==> src/rtl/fifo_tx_serializer.sv <==
// fifo_tx_serializer: pops words from a FIFO and shifts each one out LSB-first
// as a UART-style frame (start bit, WIDTH data bits, optional parity, stop bit).
// Each serial bit is held for DIV clock cycles.
// Optional feature macro: FIFO_TX_PARITY_EN (adds an even-parity bit after the data).
// All outputs are registered; they are computed from the next-state values so
// they line up exactly with the state register.
module fifo_tx_serializer #(
  parameter int WIDTH = 4,
  parameter int DIV   = 2
) (
  input  logic             clk,
  input  logic             rst,
  input  logic             en,
  input  logic             fifo_empty,
  input  logic [WIDTH-1:0] fifo_data,
  output logic             fifo_pop,
  output logic             tx,
  output logic             busy,
  output logic             done
);

  localparam int CW  = (WIDTH > 1) ? $clog2(WIDTH) : 1;
  localparam int DVW = (DIV > 1) ? $clog2(DIV) : 1;
  localparam logic [CW-1:0]  BIT_LAST = CW'(WIDTH - 1);
  localparam logic [DVW-1:0] DIV_LAST = DVW'(DIV - 1);

`ifdef FIFO_TX_PARITY_EN
  typedef enum logic [2:0] {
    IDLE  = 3'd0,
    POP   = 3'd1,
    CAPT  = 3'd2,
    START = 3'd3,
    DATA  = 3'd4,
    PAR   = 3'd5,
    STOP  = 3'd6
  } state_t;

  // Even parity of a whole data word.
  function automatic logic even_parity(input logic [WIDTH-1:0] word);
    return ^word;
  endfunction
`else
  typedef enum logic [2:0] {
    IDLE  = 3'd0,
    POP   = 3'd1,
    CAPT  = 3'd2,
    START = 3'd3,
    DATA  = 3'd4,
    STOP  = 3'd6
  } state_t;
`endif

  state_t           state_q, state_d;
  logic [DVW-1:0]   div_q, div_d;
  logic [CW-1:0]    bit_q, bit_d;
  logic [WIDTH-1:0] shreg_q, shreg_d;
  logic             fifo_pop_q, fifo_pop_d;
  logic             tx_q, tx_d;
  logic             busy_q, busy_d;
  logic             done_q, done_d;
  logic             bit_end_s;
`ifdef FIFO_TX_PARITY_EN
  logic             par_q, par_d;
`endif

  assign bit_end_s = (div_q == DIV_LAST);

  // Next-state, divider, bit counter and shift register update.
  always_comb begin
    state_d = state_q;
    div_d   = div_q;
    bit_d   = bit_q;
    shreg_d = shreg_q;
`ifdef FIFO_TX_PARITY_EN
    par_d   = par_q;
`endif
    case (state_q)
      IDLE: begin
        if (en && !fifo_empty) begin
          state_d = POP;
        end else begin
          state_d = IDLE;
        end
      end
      POP: begin
        state_d = CAPT;
      end
      CAPT: begin
        // FIFO output is valid now, one cycle after the pop.
        shreg_d = fifo_data;
`ifdef FIFO_TX_PARITY_EN
        par_d   = even_parity(fifo_data);
`endif
        div_d   = {DVW{1'b0}};
        bit_d   = {CW{1'b0}};
        state_d = START;
      end
      START: begin
        if (bit_end_s) begin
          div_d   = {DVW{1'b0}};
          state_d = DATA;
        end else begin
          div_d = div_q + DVW'(1);
        end
      end
      DATA: begin
        if (bit_end_s) begin
          div_d   = {DVW{1'b0}};
          shreg_d = shreg_q >> 1;
          if (bit_q == BIT_LAST) begin
            bit_d   = {CW{1'b0}};
`ifdef FIFO_TX_PARITY_EN
            state_d = PAR;
`else
            state_d = STOP;
`endif
          end else begin
            bit_d = bit_q + CW'(1);
          end
        end else begin
          div_d = div_q + DVW'(1);
        end
      end
`ifdef FIFO_TX_PARITY_EN
      PAR: begin
        if (bit_end_s) begin
          div_d   = {DVW{1'b0}};
          state_d = STOP;
        end else begin
          div_d = div_q + DVW'(1);
        end
      end
`endif
      STOP: begin
        if (bit_end_s) begin
          div_d   = {DVW{1'b0}};
          state_d = IDLE;
        end else begin
          div_d = div_q + DVW'(1);
        end
      end
      default: begin
        state_d = IDLE;
        div_d   = {DVW{1'b0}};
        bit_d   = {CW{1'b0}};
      end
    endcase
  end

  // Output values for the upcoming cycle, derived from the next state.
  always_comb begin
    fifo_pop_d = (state_d == POP);
    busy_d     = (state_d != IDLE);
    done_d     = (state_d == STOP) && (div_d == DIV_LAST);
    case (state_d)
      START:   tx_d = 1'b0;
      DATA:    tx_d = shreg_d[0];
`ifdef FIFO_TX_PARITY_EN
      PAR:     tx_d = par_d;
`endif
      default: tx_d = 1'b1;
    endcase
  end

  // State and output registers with synchronous reset; reset aborts any frame.
  always_ff @(posedge clk) begin
    if (rst) begin
      state_q    <= IDLE;
      div_q      <= {DVW{1'b0}};
      bit_q      <= {CW{1'b0}};
      shreg_q    <= {WIDTH{1'b0}};
      fifo_pop_q <= 1'b0;
      tx_q       <= 1'b1;
      busy_q     <= 1'b0;
      done_q     <= 1'b0;
`ifdef FIFO_TX_PARITY_EN
      par_q      <= 1'b0;
`endif
    end else begin
      state_q    <= state_d;
      div_q      <= div_d;
      bit_q      <= bit_d;
      shreg_q    <= shreg_d;
      fifo_pop_q <= fifo_pop_d;
      tx_q       <= tx_d;
      busy_q     <= busy_d;
      done_q     <= done_d;
`ifdef FIFO_TX_PARITY_EN
      par_q      <= par_d;
`endif
    end
  end

  assign fifo_pop = fifo_pop_q;
  assign tx       = tx_q;
  assign busy     = busy_q;
  assign done     = done_q;

endmodule

==> config.mk <==
export PLATFORM = sky130hd
export DESIGN_NAME = fifo_tx_serializer
export DESIGN_NICKNAME = d
export VERILOG_FILES = /design/src/rtl/fifo_tx_serializer.sv
export SDC_FILE = /design/constraint.sdc
export NUM_CORES = 1
export LEC_CHECK = 0
export CORE_MARGIN = 5
export CORE_UTILIZATION = 50
export CTS_CLUSTER_SIZE = 25
export DETAILED_ROUTE_END_ITERATION = 16
export MAX_ROUTING_LAYER = met4
export PLACE_DENSITY = 0.8
export RECOVER_POWER = 50
export SLEW_MARGIN = 20
export SYNTH_ARGS = -nofsm -noshare
export SYNTH_HDL_FRONTEND = slang
export SYNTH_SLANG_ARGS = --single-unit
==> constraint.sdc <==
create_clock -name clk -period 3.12 [get_ports clk]
set_clock_uncertainty 0.15 [all_clocks]
set_input_delay 0.624 -clock clk [delete_from_list [all_inputs] [get_ports clk]]
set_output_delay 0.624 -clock clk [all_outputs]
set_load 0.05 [all_outputs]
# After elaboration in Yosys (flattened, before gate mapping)
# Index checks and enable logic that the tools add are counted.
# totals
reg_bits	14
elab_cells	48
# op_classes
n_reduce_logical	11
add_sub_neg	2
bitwise_logic	1
muxes	14
n_eq_ne	11
# ops
op	count
case mux 3 bit (6 select lines)	1
equality test 3 bit, second input constant	4
two-way mux 3 bit	4
equality test 3 x 2 -> 1 bit, second input constant	3
case mux 4 bit (2 select lines)	1
equality test 3 x 1 -> 1 bit, second input constant	2
two-way mux 2 bit	2
two-way mux 4 bit	1
case mux 1 bit (2 select lines)	2
case mux 2 bit (2 select lines)	1
AND reduction 2 bit	2
OR reduction 4 bit	1
zero test 3 bit	1
nonzero test 3 bit	1
OR reduction 3 bit	1
adder 2 x 1 -> 2 bit, second input constant	1
equality test 2 bit, second input constant	1
logical AND 1 bit	2
two-way mux 1 bit	2
inequality test 2 bit, second input constant	1
nonzero test 2 bit	1
OR reduction 2 bit	1
adder 1 bit, second input constant	1
zero test 1 bit	1
inverter 1 bit	1

# Longest topological paths before layout
# logic_depth
word_depth	6
ltp_mapped	6
ltp_nobuf	5

# Worst setup path before layout
# OpenSTA, ideal clock, no wires.
# synth_path
kind	flip-flop to flip-flop
start	register bit_q[0]
end	register tx_q, in the netlist tx
period_less_slack_ns	1.397
path_stages_with_launch	6
n_path_buf	0
t_arrival_ns	1.172
path_slack_ns	1.723
path_cell_list	dfxtp_1 -> ha_1 -> and4b_4 -> o32ai_4 -> nor2_1 -> a31oi_1
# synth_via
elab_chain_len	6
# synth_rtl
element	line	source
from (decl)	55	logic [CW-1:0] bit_q, bit_d;
from (signal assigned)	170	bit_q <= {CW{1'b0}};
from (signal assigned)	182	bit_q <= bit_d;
equality test 2 bit *	110	if (bit_q == BIT_LAST) begin
two-way mux 3 bit *	110	
two-way mux 3 bit *	107	if (bit_end_s) begin
case mux 3 bit (6 select lines) *	77	case (state_q)
equality test 3 bit / equality test 3 x 2 -> 1 bit (equally long branches)	155	case (state_d)
case mux 1 bit (2 select lines) *	155	
to (signal assigned)	185	tx_q <= tx_d;
to (decl)	58	logic tx_q, tx_d;
# Every way passes the cells marked *; elsewhere a longest branch is shown, timed or not.
# A chain may end at the register's enable or synchronous reset.

# Final worst setup path
# layout_path
start	register tx_q, in the netlist tx
end	output tx
# layout_lines
element	line	source
to (decl)	17	output logic tx,
# No word-level cell between the ends.

==> impl_metrics.toml <==
[yosys]
syn_avg_cell_area_sq_um = 9.20
yosys_warnings = 0
syn_area_sq_um = 736
synth_top_area_share_pct = 38.1
synth_area_leaders = "dfxtp_1, a21oi_1, o32ai_4, a22oi_1, buf_6"
ys_seq_elements = 14
seq_area_frac_synth_pct = 38.1
ys_types = 34
yosysTopAreaCell = "dfxtp_1"
syn-num-nets = 89
syn_inst = 80

[critical_path]
critPathCaptureType = "output port"
rrSetupSlack_ns = 1.22
cp-endpoint = "tx"
critPathSlowestCell = "clkdlybuf4s50_1"
arrival_ns = 1.41
crit_family = "buffers and inverters"
startpoint = "tx"
r2r-start = "state_q[0]"
cp_cell_sequence = "clkdlybuf4s50_1"
critPathKind = "register to output port"
crit_path_start_kind = "register"
crit_buf_inv = 1
reg2reg_depth = 4
path_depth = 1
path_max_fanout = 1
critical-path-max-stage-delay_ns = 0.80
critPathRequiredTime_ns = 2.35
rr_endpoint = "tx"

[timing]
worstMarginPinSlew_ns = 0.681
setup_tns_ns = 0
drv_slew = 0
timing.hold.ws_ns = 0.333
setup_viol = 0
period_share_pct = 70.1
slew_headroom_pct = 54.5
timing.fmax_mhz = 457
worst_slack_ns = 0.933
rsz0062_at_grt = "no"
period_needed_ns = 2.19
hold_viol = 0

[final_layout]
syn2layout_area_growth_pct = 11.7
stdcell_count = 103
antenna_cells = 0
layout_common_cells = "dfxtp_1, clkdlybuf4s50_1, nor2_1, nand2_1, a21oi_1"
drive_gt1_share_pct = 10.2
fin_nets = 99
final_common_cell = "dfxtp_1"

[global_routing]
grt_pass1_vias = 534
grtUsageMet3_pct = 3.67
met2_usage_pct = 19.1
grt_util_met1_pct = 14.7
grt_antenna_before_repair = 0
top_usage_layer = "met2"
grt_usage_pct = 12.6
grt_max_degree = 20
grt_pass1_wl_um = 2320
grt-ovfl-total = 0

[clocking]
ctsHoldBuffers = 0
cts_resized = 0
cts.clk_slew.worst_paths_ns = 0.08
htree_levels = 1
cts_buffer_depth = 2
clock_tree.root_cell = "clkbuf_4"
numCtsBuffers = 3
worstSkewPairLatency_ns = 0.28
post_cts_buffers = 0
cts_tree = "built"
numClockSinks = 14

[detailed_routing]
drt-total-wl_um = 1360
first_pass_iters = 4
dr.first_iter.drc_count = 9
post-route-drc-count = 0
antenna_left = 0
vias = 579
routedWlPerCell_um = 13.2
via_per_inst = 5.62

[floorplanning]
start_util_pct = 54.5
die_area_sq_mm = 0.00234
row_count = 13
die_h_um = 48.4
io_pins = 12
die_w_um = 48.4
coreArea_sq_mm = 0.00135

[power]
p_leak_nw = 0.316
cellPowerDensity_mw_per_mm2 = 431
power_mw = 0.355
peakVddDrop_uv = 177

[placed_design]
io_buffers = 11
dp_slack_ns = 0.987
dp_hpwl_um = 955
place_inst = 100
routabilityCongestion = 0.800

[flow_run]
maxCapViolations = 0

[min_path]
hold_class = "register to register"
min_path_cells = 2

[run_status]
status = "finished clean"
## report_power, final
group	leakage [nW]	switching, mW	internal, mW	total (mW)
clock network	0.0138	0.0553	0.0447	0.100
logic	0.189	0.0287	0.0278	0.0564
registers	0.114	0.0116	0.187	0.198
## metrics by stage
stage	utilization (%)	instance area, sq um
4_1_cts	62.3	841
5_1_grt	60.9	822
3_3_place_gp	60.6	818
3_5_place_dp	60.6	818
2_1_floorplan	-	736
6_report	60.9	822
## layer usage
layer	up-vias	routed length, um	share of wire [%]
met2	9	618	45
met3	2	58	4.3
met5	-	0	0
li1	306	-	-
met1	262	664	49
met4	0	18	1.3
## sequential cells by signal (all words and copies together) (netlist names)
name       cells
done           1
shreg_q        4
tx             1
bit_q          2
bit_end_s      1
busy           1
fifo_pop       1
state_q        3
## synth_stat cells
cell type   n
nand3_1     2
nor2_1      6
dfxtp_1    14
clkbuf_1    1
nor3b_2     1
buf_2       1
and4b_1     1
nand2_1     6
and3_1      2
mux2_2      1
nor3b_1     2
nand2b_1    3
ha_1        1
inv_1       3
a22oi_1     3
a21oi_2     1
a2bb2oi_1   1
a31oi_1     3
buf_4       2
nor3_1      1
nor4_1      1
nand3b_1    2
nor2_2      1
a211oi_1    1
and4b_4     1
a221oi_1    1
and4bb_1    1
a21oi_1     6
nor2b_1     2
buf_6       2
nor2_4      1
o32ai_4     1
o21ai_1     3
mux2i_1     2
## final cells by class
type | count | area (sq um)
sequential | 14 | 280
inverter | 3 | 11.3
clock buffer | 3 | 22.5
multi-input combinational | 57 | 379
timing repair buffer | 11 | 110
tap | 15 | 18.8
fill | 111 | 528
## cell families (layout without fill, tap and decap cells)
family | after synthesis | count (layout) | synth area share (%)
buffers and inverters | 9 | 17 | 7.82
DFF | 14 | 14 | 38.1
AOI/OAI and AO/OA | 20 | 20 | 20.1
adders and majority gates | 1 | 1 | 1.70
and+or+nand+nor | 33 | 33 | 28.1
muxes | 3 | 3 | 4.25
## worst min-delay path by stage
stage	start	endpoint	slack (ns)
floorplan	shreg_q[1]	shreg_q[1]	0.29
global placement	shreg_q[2]	shreg_q[2]	0.30
detailed placement	shreg_q[2]	shreg_q[2]	0.32
CTS	shreg_q[2]	shreg_q[2]	0.33
global route	shreg_q[2]	shreg_q[2]	0.36
finish	shreg_q[2]	shreg_q[2]	0.33
No activity file was read; power rests on OpenSTA's default activity.
